`src/rtl/sram_mem_responder.sv`:
```
// Serialises the CPU data port (A) and fetch port (B) onto one
// single-port SRAM with programmable wait states, stalling the CPU.
module sram_mem_responder #(
  parameter int WAIT_STATES = 1,
  parameter int ADDR_W      = 18
) (
  input  logic              clk,
  input  logic              rst,
  input  logic [15:0]       Aaddr,
  input  logic [1:0]        memControl,
  input  logic [15:0]       writeData,
  input  logic [15:0]       Baddr,
  output logic [15:0]       AmemRead,
  output logic [15:0]       BmemRead,
  output logic              memStall,
  output logic [ADDR_W-1:0] sramAddr,
  output logic [15:0]       sramWdata,
  input  logic [15:0]       sramRdata,
  output logic              sramCe,
  output logic              sramOe,
  output logic              sramWe
);

  typedef enum logic [1:0] {
    SAMPLE,
    A_ACC,
    B_ACC,
    DONE
  } state_t;

  localparam logic [3:0] LAST = 4'(WAIT_STATES);

  state_t      state;
  state_t      stateNxt;
  logic [3:0]  waitCnt;
  logic [3:0]  waitCntNxt;
  logic [1:0]  opReg;
  logic [15:0] aAddrReg;
  logic [15:0] wDataReg;
  logic [15:0] bAddrReg;
  logic [15:0] addrWord;
  logic        lastCyc;
  logic        opRd;
  logic        opWr;
  logic        newOpAcc;

  assign lastCyc  = (waitCnt == LAST);
  assign opRd     = (opReg == 2'b01);
  assign opWr     = (opReg == 2'b10);
  assign newOpAcc = (memControl == 2'b01) ||
                    (memControl == 2'b10);
  assign sramAddr = ADDR_W'(addrWord);

  always_ff @(posedge clk) begin
    if (rst) begin
      state    <= SAMPLE;
      waitCnt  <= '0;
      opReg    <= '0;
      aAddrReg <= '0;
      wDataReg <= '0;
      bAddrReg <= '0;
      AmemRead <= '0;
      BmemRead <= '0;
    end else begin
      state   <= stateNxt;
      waitCnt <= waitCntNxt;
      if (state == SAMPLE) begin
        opReg    <= memControl;
        aAddrReg <= Aaddr;
        wDataReg <= writeData;
        bAddrReg <= Baddr;
      end
      if (state == A_ACC && opRd && lastCyc)
        AmemRead <= sramRdata;
      if (state == B_ACC && lastCyc)
        BmemRead <= sramRdata;
    end
  end

  always_comb begin
    stateNxt   = state;
    waitCntNxt = '0;
    addrWord   = '0;
    sramWdata  = '0;
    sramCe     = 1'b0;
    sramOe     = 1'b0;
    sramWe     = 1'b0;
    memStall   = 1'b1;
    unique case (state)
      SAMPLE: begin
        stateNxt = newOpAcc ? A_ACC : B_ACC;
      end
      A_ACC: begin
        sramCe   = 1'b1;
        addrWord = aAddrReg;
        sramOe   = opRd;
        if (opWr) begin
          sramWe    = 1'b1;
          sramWdata = wDataReg;
        end
        if (lastCyc) stateNxt = B_ACC;
        else waitCntNxt = waitCnt + 4'd1;
      end
      B_ACC: begin
        sramCe   = 1'b1;
        sramOe   = 1'b1;
        addrWord = bAddrReg;
        if (lastCyc) stateNxt = DONE;
        else waitCntNxt = waitCnt + 4'd1;
      end
      DONE: begin
        memStall = 1'b0;
        stateNxt = SAMPLE;
      end
      default: stateNxt = SAMPLE;
    endcase
    // Hold the CPU for as long as reset is asserted.
    if (rst) memStall = 1'b1;
  end

endmodule

```
`config.mk`:
```
export PLATFORM = sky130hd
export DESIGN_NAME = sram_mem_responder
export DESIGN_NICKNAME = d
export VERILOG_FILES = /design/src/rtl/sram_mem_responder.sv
export SDC_FILE = /design/constraint.sdc
export NUM_CORES = 1
export LEC_CHECK = 0
export CORE_MARGIN = 2
export CORE_UTILIZATION = 40
export DETAILED_ROUTE_END_ITERATION = 16
export PLACE_DENSITY = 0.74
export SKIP_CTS_REPAIR_TIMING = 1
export SYNTH_ARGS = -nofsm -noshare
export SYNTH_HDL_FRONTEND = slang
export SYNTH_SLANG_ARGS = --single-unit
```
`constraint.sdc`:
```
create_clock -name clk -period 2.3 [get_ports clk]
set_input_delay 0.46 -clock clk [delete_from_list [all_inputs] [get_ports clk]]
set_output_delay 0.46 -clock clk [all_outputs]
set_load 0.03 [all_outputs]
```
After elaboration in Yosys (flattened, before gate mapping):

Cells that the tools add are included.

* ROM bits: 0
* logic and storage cells: 41
* memories kept: 0
* bits in writable memories: 0
* latch bits: 0
* register bits: 88

* reduce and logical (&&, ||, !) cells: 8
* $lt $le $gt $ge: 0
* mux-type cells: 13
* equality and inequality tests: 10
* $add $sub $neg: 1
* divide/modulo/power cells: 0
* shift-type cells: 0
* multiply operators: 0
* bitwise operators: 1

Operators by type and width (count)
* two-way mux 16 bit: 2
* case mux 16 bit (2 select lines): 1
* equality test 2 bit (second input constant): 4
* case mux 2 bit (4 select lines): 1
* equality test 2 x 1 -> 1 bit (second input constant): 3
* two-way mux 2 bit: 3
* two-way mux 1 bit: 5
* adder 4 x 1 -> 4 bit (second input constant): 1
* equality test 4 x 1 -> 1 bit (second input constant): 1
* inequality test 2 bit (second input constant): 2
* logical AND 1 bit: 3
* OR reduction 3 bit: 1
* logical NOT 2 bit: 1
* case mux 1 bit (2 select lines): 1
* AND reduction 2 bit: 1
* OR reduction 2 bit: 1
* logical OR 1 bit: 1
* inverter 1 bit: 1

Logic depth before layout (Yosys ltp):

Gate-level depths: netlist of run 1.

* word-level depth: 4
* gate-level depth with buffers: 8

Least setup slack after synthesis of run 1:

Ideal clock, no wire load.

* kind: register to output
* start: register state[0]
* end: output sramAddr[0]
* data required time: 1.840 ns
* path slack: -0.028 ns
* data arrival time: 1.868 ns
* stages on the path, launching flop included: 6
* buffers on the path: 2
* path through: dfxtp_1 inv_1 ha_1 clkbuf_1 clkbuf_1 nor2b_1

* longest elaborated chain between the ends: 2
* elaborated cells between the ends (all ways): 3
* classes of those cells: eq/ne: 2; mux: 1

Ends and longest elaborated chain
* start, declared: RTL line 33 `state_t state;`
* start signal, assigned: RTL line 65 `state <= stateNxt;`
* equality test 2 bit or equality test 2 x 1 -> 1 bit (tied branches): RTL line 89 `unique case (state)`
* case mux 16 bit (2 select lines) (*): RTL line 89
* end, declared: RTL line 16 `output logic [ADDR_W-1:0] sramAddr,`

Mark *: on every way between the ends. The rest lies on a longest branch, timed or not.

Final worst setup path of run 1:

* start: register state[0]
* end: output sramAddr[15]

The elaborated chain is that of the path after synthesis.

==> reports/qor.csv, run 1 <==
metric;value;unit
Reg-to-Reg End;BmemRead[5];
buffers and inverters on the worst path;3;
Hold Path Class;reg -> reg;
Cell Rows;35;
via count;3248;
Die Span X;99.98;um
multi-input logic area;1794;um^2
Fin. Hold Viols;0;
CP Capture Type;primary output;
fillers;824;
Worst path depth;5;
global-route usage over all layers;0.1867;
Hold WS;455.1;ps
initial antenna violation count;0;
pwr dens;964.0;nW/um^2
P_leak;2.203;nW
Crit path max-delay family;buffers and inverters;
Core Area;9109;um^2
# port buffers;135;
DRC Markers;0;
Worst-Margin Slew;691.9;ps
Worst-path clk slew;80;ps
CTS sink cnt;88;
Ports;138;
DRT Wirelength;9.447;mm
CTS tree;yes;
CP Launch Type;register;
worst path arrival time;1740;ps
worst hold path depth;2;
initial core utilization;0.4045;
clk_lat worst skew;340;ps
reg2reg path depth;6;
CTS Buffer Depth;2;
fmax;455.1;MHz
Final Critical Period;2197;ps
synth top area cells;dfxtp_1 48%, mux2i_1 14%, nor2_1 5.7%;
hpwl dp;6.547;mm
fin nets;602;
reg-to-reg setup timing slack;290;ps
fin. max-slew vios;0;
vias per cell;5.059;
Synth area leader;dfxtp_1;
die height;99.98;um
worst rel slew slack;0.5361;
CTS Buf Count;9;
Hold Path End;BmemRead[9];
ant diodes;0;
Cell Area, Synth;3685;um^2
Final Cycle Share;0.9553;
crit path cell chain;inv_1 > ha_2 > buf_6 > nor2b_1 > buf_12;
H-tree lvl count;3;
Area Growth Syn to Fin;44.62;%
vias in the first global route;3115;
total gr overflow;0;
Fin Clk Skew;10.85;ps
drt initial violations;113;
syn_area_per_cell;9.098;um^2
status;complete, no violations;
top cell type's share of synthesized area;0.4781;
number of standard cells after synthesis;405;
synth warn;0;
first-pass GRT wire length;14.97;mm
crit-path max cell delay;380;ps
worst r2r src;state[0];
Routed WL per cell;14.71;um
drt pass-1 iters;4;
RSZ-0062 raised after global routing;true;
remaining antenna violation count;0;
layout cells sized above 1;0.1525;
root buffer cell;clkbuf_8;
VDD IR max;0.4829;mV
max-cap viol count;0;
kind of critical path;reg -> out;
slowest CP cell;dfxtp_2;
Worst Path Required;1840;ps
HP Start;BmemRead[9];
Final setup viols;0;
setup_tns;0;ps
register area share after synthesis;0.4781;
pin count of the biggest net entering global routing;86;
#FFs+latches synth;88;
Max FO, Critical Path;19;
Netlist cell types;33;
RePlAce Congestion;0.8145;
die area;9996;um^2
register area;1764;um^2
worst max-delay path by stage:
stage / startpoint / to
after CTS: state[1] / sramAddr[15]
after floorplan: state[0] / sramAddr[0]
after global routing: state[1] / sramWdata[2]
final: state[0] / sramAddr[15]
after detailed placement: state[0] / BmemRead[5]
after global placement: state[0] / BmemRead[3]
logic make-up (layout without fill, tap and decap cells):
group / after synthesis / after routing / share of synthesized area
xor+xnor: 3 / 3 / 0.007132
fa+ha+maj: 8 / 8 / 0.02717
other cells: 1 / 2 / 0.001018
mux: 50 / 50 / 0.1358
flops: 88 / 88 / 0.4781
compound gates: 69 / 69 / 0.1114
simple gates: 149 / 149 / 0.1939
buf+inv: 37 / 162 / 0.04550
worst min-delay path, stage by stage, from the launching register on:
cell	delay, ps
dfxtp_1	310
nand2_1	50
a21oi_1	50
stage by stage:
step | worst slack, ps | utilization | cell area (um^2) | total power, mW | instances
3_5_place_dp | 171.9 | 0.5574 | 5077 | 3.949 | 626
5_1_grt | -17.22 | 0.5850 | 5329 | 5.435 | 642
3_3_place_gp | 292.2 | 0.5574 | 5077 | 3.887 | 626
4_1_cts | -120.4 | 0.5826 | 5306 | 5.151 | 642
2_1_floorplan | 112.5 | - | 3711 | 3.346 | 406
6_report | 102.7 | 0.5850 | 5329 | 5.137 | 642
Yosys cell counts (all sizes together):
library cell,n
nor3b,1
nor2,56
a21oi,33
nand3,18
nand3b,2
dfxtp,88
nor2b,17
a311oi,1
and4bb,1
ha,8
or3b,1
xnor2,2
a22oi,16
mux2i,50
nand4bb,1
nand2b,1
o21ai,16
and2,16
nand2,33
a221oi,1
a221o,1
clkbuf,18
conb,1
xor2,1
or2,1
and3b,1
buf,16
o21a,1
inv,3
state kept, by name, summed over array words and instances, names as in the netlist:
register	cells
opReg	2
aAddrReg	16
AmemRead	16
waitCnt	4
BmemRead	16
state	2
wDataReg	16
bAddrReg	16
final cells by class:
type                    count  share of cell area
flip-flops and latches     88              0.3311
repair buffers            143              0.2611
inverters                   3            0.002113
clock inverters             4             0.01385
well taps                 111             0.02606
clock buffers              12             0.02911
multi-input cells         281              0.3367
power by group:
group / internal (mW) / switching (mW) / leakage, nW
combinational: 0.912 / 1.04 / 1.36
clock: 0.674 / 0.526 / 0.117
sequential: 1.81 / 0.165 / 0.722
total: 3.40 / 1.74 / 2.20
layout by cell type (no fill, tap or decap), drive strengths merged, types with 4 or more instances in the layout:
cell / count
buf: 44
inv: 4
ha: 8
nand3: 18
a22oi: 16
and2: 16
nand2: 33
dfxtp: 88
a21oi: 33
o21ai: 16
nor2b: 17
nor2: 56
clkbuf: 12
mux2i: 50
clkdlybuf4s50: 98
layer usage:
metal / global-route usage / up-vias / routed length [um]
li1: - / 1599 / -
met1: 0.2276 / 1542 / 4042
met2: 0.3165 / 99 / 4671
met3: 0.06755 / 8 / 636
met4: 0.04320 / 0 / 97
met5: 0 / - / 0
(Power assumes the default switching activity.)
==> run 2, diff against run 1 <==
--- a/config.mk
+++ b/config.mk
@@ -5,10 +5,12 @@
 export SDC_FILE = /design/constraint.sdc
 export NUM_CORES = 1
 export LEC_CHECK = 0
+export CELL_PAD_IN_SITES_DETAIL_PLACEMENT = 0
+export CELL_PAD_IN_SITES_GLOBAL_PLACEMENT = 1
 export CORE_MARGIN = 2
-export CORE_UTILIZATION = 40
+export CORE_UTILIZATION = 32
 export DETAILED_ROUTE_END_ITERATION = 16
-export PLACE_DENSITY = 0.74
+export PLACE_DENSITY_LB_ADDON = 0.1
 export SKIP_CTS_REPAIR_TIMING = 1
 export SYNTH_ARGS = -nofsm -noshare
 export SYNTH_HDL_FRONTEND = slang
==> run 2 against run 1 <==
Against the previous run: final area up 3.5%; critical path depth is 1 higher; routed wire length grew 4.0%; maximum frequency is 1.4% higher; worst hold slack got worse by 83 ps; via count shrank 1.2%; combinational power up 2%; largest power group is now combinational logic.
==> reports/qor.csv, run 2 (synthesis gave the netlist of run 1 again) <==
metric;value;unit
Net Sw Power;1.820;mW
DRC Markers;0;
Worst-path clk slew;70;ps
worst path arrival time;1710;ps
slowest CP cell;dfxtp_2;
status;complete, no violations;
root buffer cell;clkbuf_16;
CP Capture Type;primary output;
crit path cell chain;inv_1 > ha_1 > buf_4 > a22oi_1 > nor2b_2 > buf_4;
drt pass-1 iters;4;
setup_tns;0;ps
most frequent cells in the layout;98 x clkdlybuf4s50_1, 87 x dfxtp_1, 56 x nor2_1;
Hold Path Class;in -> reg;
initial core utilization;0.3255;
Final Critical Period;2167;ps
# port buffers;135;
fillers;1122;
Logic pwr share;0.351;
pwr dens;1033;nW/um^2
RePlAce Congestion;0.6998;
CTS sink cnt;88;
RSZ-0062 raised after global routing;false;
Ports;138;
fin. max-slew vios;0;
CTS Buf Count;9;
Fin. Hold Viols;0;
die height;111.3;um
die area;12390;um^2
Cell Rows;39;
first-pass GRT wire length;16.23;mm
CTS tree;yes;
DRT Wirelength;9.825;mm
CP Launch Type;register;
total power;5.692;mW
hpwl dp;6.891;mm
fmax;461.4;MHz
leading cell type in the layout, fill and taps excluded;clkdlybuf4s50_1;
pin count of the biggest net entering global routing;35;
layout cells sized above 1;0.1583;
vias in the first global route;3288;
Final Cycle Share;0.9423;
switching share of power;0.3197;
Core Area;11320;um^2
crit-path max cell delay;370;ps
Area Growth Syn to Fin;49.61;%
remaining antenna violation count;0;
Die Span X;111.3;um
drt initial violations;105;
fin nets;608;
Final setup viols;0;
clk_lat worst skew;330;ps
max-cap viol count;0;
Crit path top cell by count;buf_4;
total gr overflow;0;
Worst-Margin Slew;627.3;ps
Fin Clk Skew;6.397;ps
clock share of power;0.303;
P_int;3.872;mW
via count;3208;
H-tree lvl count;3;
initial antenna violation count;0;
VDD IR max;0.5781;mV
Routed WL per cell;14.45;um
worst rel slew slack;0.5805;
vias per cell;4.718;
global-route usage over all layers;0.1605;
ant diodes;0;
Reg power frac;0.346;
CTS Buffer Depth;2;
Max FO, Critical Path;13;
P_leak;2.282;nW
Worst Path Required;1840;ps
kind of critical path;reg -> out;
-- run 2: cell count changes in the layout (fill, tap and decap cells not counted), moves of 2 or more --
cell	delta
ha_1	+2
buf_12	-2
clkbuf_8	-9
clkbuf_16	+9
ha_2	-3
buf_4	+9
-- run 2: routing by layer --
layer,share of wire,track usage,wire (um)
met4,0.011,0.04691,104
met1,0.45,0.1984,4470
met3,0.074,0.05850,731
met5,0,0,0
met2,0.46,0.2638,4520
-- run 2: worst max-delay path, delay by kind of cell (launching register included) --
kind            cells  cell delay [ps]
buf+inv             3              480
simple gates        1               70
flops               1              370
fa+ha+maj           1              230
compound gates      1              230
-- run 2: per-stage QoR --
step	instance area (um^2)	util	setup WS, ps	instances	hold slack (ps)
floorplan	3711	-	112.5	406	433.4
global placement	5147	0.4547	394.4	664	442.4
detailed placement	5147	0.4547	360.9	664	446.6
CTS	5503	0.4861	-6.374	680	348.9
global route	5513	0.4870	30.13	680	368.1
finish	5513	0.4870	132.8	680	371.7
-- run 2: path summary, 6_finish.rpt --
path                                    from           end  slack, ps  depth (start not counted)
worst max register to register    waitCnt[0]      state[0]        610                          4
worst min register to register  BmemRead[11]  BmemRead[11]        450                          2
worst min-delay path                     rst   BmemRead[7]        370                          2
worst max-delay path                state[0]   sramAddr[3]        130                          6
-- run 2: power by group through the flow --
stage,Clock (mW),Combinational (mW),Sequential (mW)
finish,1.72,2.00,1.97
global route,1.83,2.18,2.01
CTS,1.77,2.03,1.97
detailed placement,0,2.02,2.00
global placement,0,2.00,1.99
floorplan,0,1.34,2.01
-- run 2: final cells by class --
class,instances,area [um^2],share of cell area
tap,143,178.9,0.03246
clock inverter,5,102.6,0.01861
multi-input combinational,281,1797,0.3259
inverter,3,11.26,0.002043
sequential,88,1763,0.3198
clock buffer,11,252.7,0.04585
timing repair buffer,149,1408,0.2553
==> run 3, diff against run 2 <==
==> constraint.sdc (replaced) <==
create_clock -name clk -period 2.15 [get_ports clk]
set_input_delay 0.43 -clock clk [delete_from_list [all_inputs] [get_ports clk]]
set_output_delay 0.43 -clock clk [all_outputs]
set_load 0.03 [all_outputs]
==> run 3 against run 2 <==
Against the previous run: routed wire length down 0.64%; sequential share of layout area up 0.14 points; setup slack worse by 80 ps; non-clock buffer count up 2; die area unchanged; clock skew down 1.9 ps; power up 1.2%; worst hold slack better by 39 ps; first-iteration DRC count up 2.9%; combinational power up 11%; sequential cell count unchanged; critical endpoint is now sramAddr[15].
==> reports/qor.csv, run 3 (synthesis gave the netlist of run 1 again) <==
metric;value;unit
status;complete, no violations;
H-tree lvl count;3;
worst hold path depth;2;
fin nets;610;
Hold Path Class;in -> reg;
buffers and inverters on the worst path;3;
ant diodes;0;
Reg-to-Reg End;state[0];
pin count of the biggest net entering global routing;32;
root buffer cell;clkbuf_16;
utilization after layout;0.4852;
RSZ-0062 raised after global routing;true;
worst slack at placement;211.4;ps
fin. max-slew vios;0;
most frequent cells in the layout;98 x clkdlybuf4s50_1, 86 x dfxtp_1, 55 x nor2_1;
DRC Markers;0;
die height;111.3;um
layout cells sized above 1;0.1716;
fmax;476.9;MHz
HP Start;rst;
Routed WL per cell;14.38;um
reg-to-reg setup timing slack;480;ps
crit-path max cell delay;340;ps
crit path cell chain;inv_2 > ha_2 > buf_4 > a22oi_1 > nor2b_1 > buf_4;
kind of critical path;reg -> out;
worst r2r src;waitCnt[0];
final worst slack;52.94;ps
CTS Buffer Depth;2;
Final Cycle Share;0.9754;
worst rel slew slack;0.6019;
fillers;1121;
Area Growth Syn to Fin;49.07;%
drt pass-1 iters;4;
VDD IR max;0.4243;mV
leading cell type in the layout, fill and taps excluded;clkdlybuf4s50_1;
worst path arrival time;1670;ps
via count;3196;
total power;5.763;mW
Fin Clk Skew;4.490;ps
clk_lat worst skew;330;ps
CTS tree;yes;
Crit path max-delay family;buffers and inverters;
Worst Path Required;1720;ps
Core Area;11320;um^2
initial core utilization;0.3255;
Ports;138;
Final Instance Area;5493;um^2
vias in the first global route;3176;
Hold Path End;state[0];
DP Cell Count;664;
Final setup viols;0;
reg2reg path depth;4;
Hold WS;410.9;ps
filler-free cell count of the finished design;679;
# port buffers;135;
drt initial violations;108;
Final Critical Period;2097;ps
CP Capture Type;primary output;
CTS Buf Count;9;
global-route usage over all layers;0.1554;
vias per cell;4.707;
total gr overflow;0;
first-pass GRT wire length;15.66;mm
CP Launch Type;register;
P_leak;2.257;nW
pwr dens;1049;nW/um^2
max-cap viol count;0;
Worst-path clk slew;60;ps
Die Span X;111.3;um
hpwl dp;6.876;mm
initial antenna violation count;0;
DRT Wirelength;9.762;mm
Cell Rows;39;
die area;12390;um^2
Crit path top cell by count;buf_4;
RePlAce Congestion;0.7113;
CTS sink cnt;88;
Max FO, Critical Path;11;
slowest CP cell;dfxtp_2;
Worst-Margin Slew;595.4;ps
remaining antenna violation count;0;
setup_tns;0;ps
Fin. Hold Viols;0;
placed instance area;5160;um^2
## run 3: worst max path at each step
stage	from	endpoint	slack [ps]	depth (start not counted)
detailed placement	state[0]	sramCe	210	3
CTS	state[0]	sramCe	-150	3
floorplan	state[0]	sramAddr[0]	-7	5
finish	state[1]	sramAddr[15]	50	6
global route	state[0]	sramAddr[5]	-60	6
global placement	state[0]	sramCe	260	3
## run 3: cell type report
| cell class | count | area [um^2] | area share |
|---|---|---|---|
| multi-input cells | 281 | 1834 | 0.3339 |
| flip-flops and latches | 88 | 1764 | 0.3212 |
| repair buffers | 151 | 1443 | 0.2626 |
| clock buffers | 12 | 256.5 | 0.04670 |
| well taps | 143 | 178.9 | 0.03257 |
| inverters | 3 | 11.26 | 0.002050 |
| clock inverters | 1 | 5.005 | 0.0009112 |
## run 3: where the power goes
part           internal [mW]  switching (mW)
combinational           1.07            1.14
sequential              1.94           0.185
clock                  0.825           0.599
## run 3: worst register-to-register path: stages (launching register included)
cell and delay (ps):
dfxtp_1 370, ha_1 220, or3b_4 520, a221o_1 370, a21oi_2 130
## run 3: routing by layer
layer	share of wire	wire length (um)	global-route usage	vias to the layer above
met5	0	0	0	-
met4	0.014	141	0.06173	0
met2	0.46	4503	0.2516	93
met1	0.46	4527	0.2004	1473
li1	-	-	-	1622
met3	0.060	590	0.03718	8
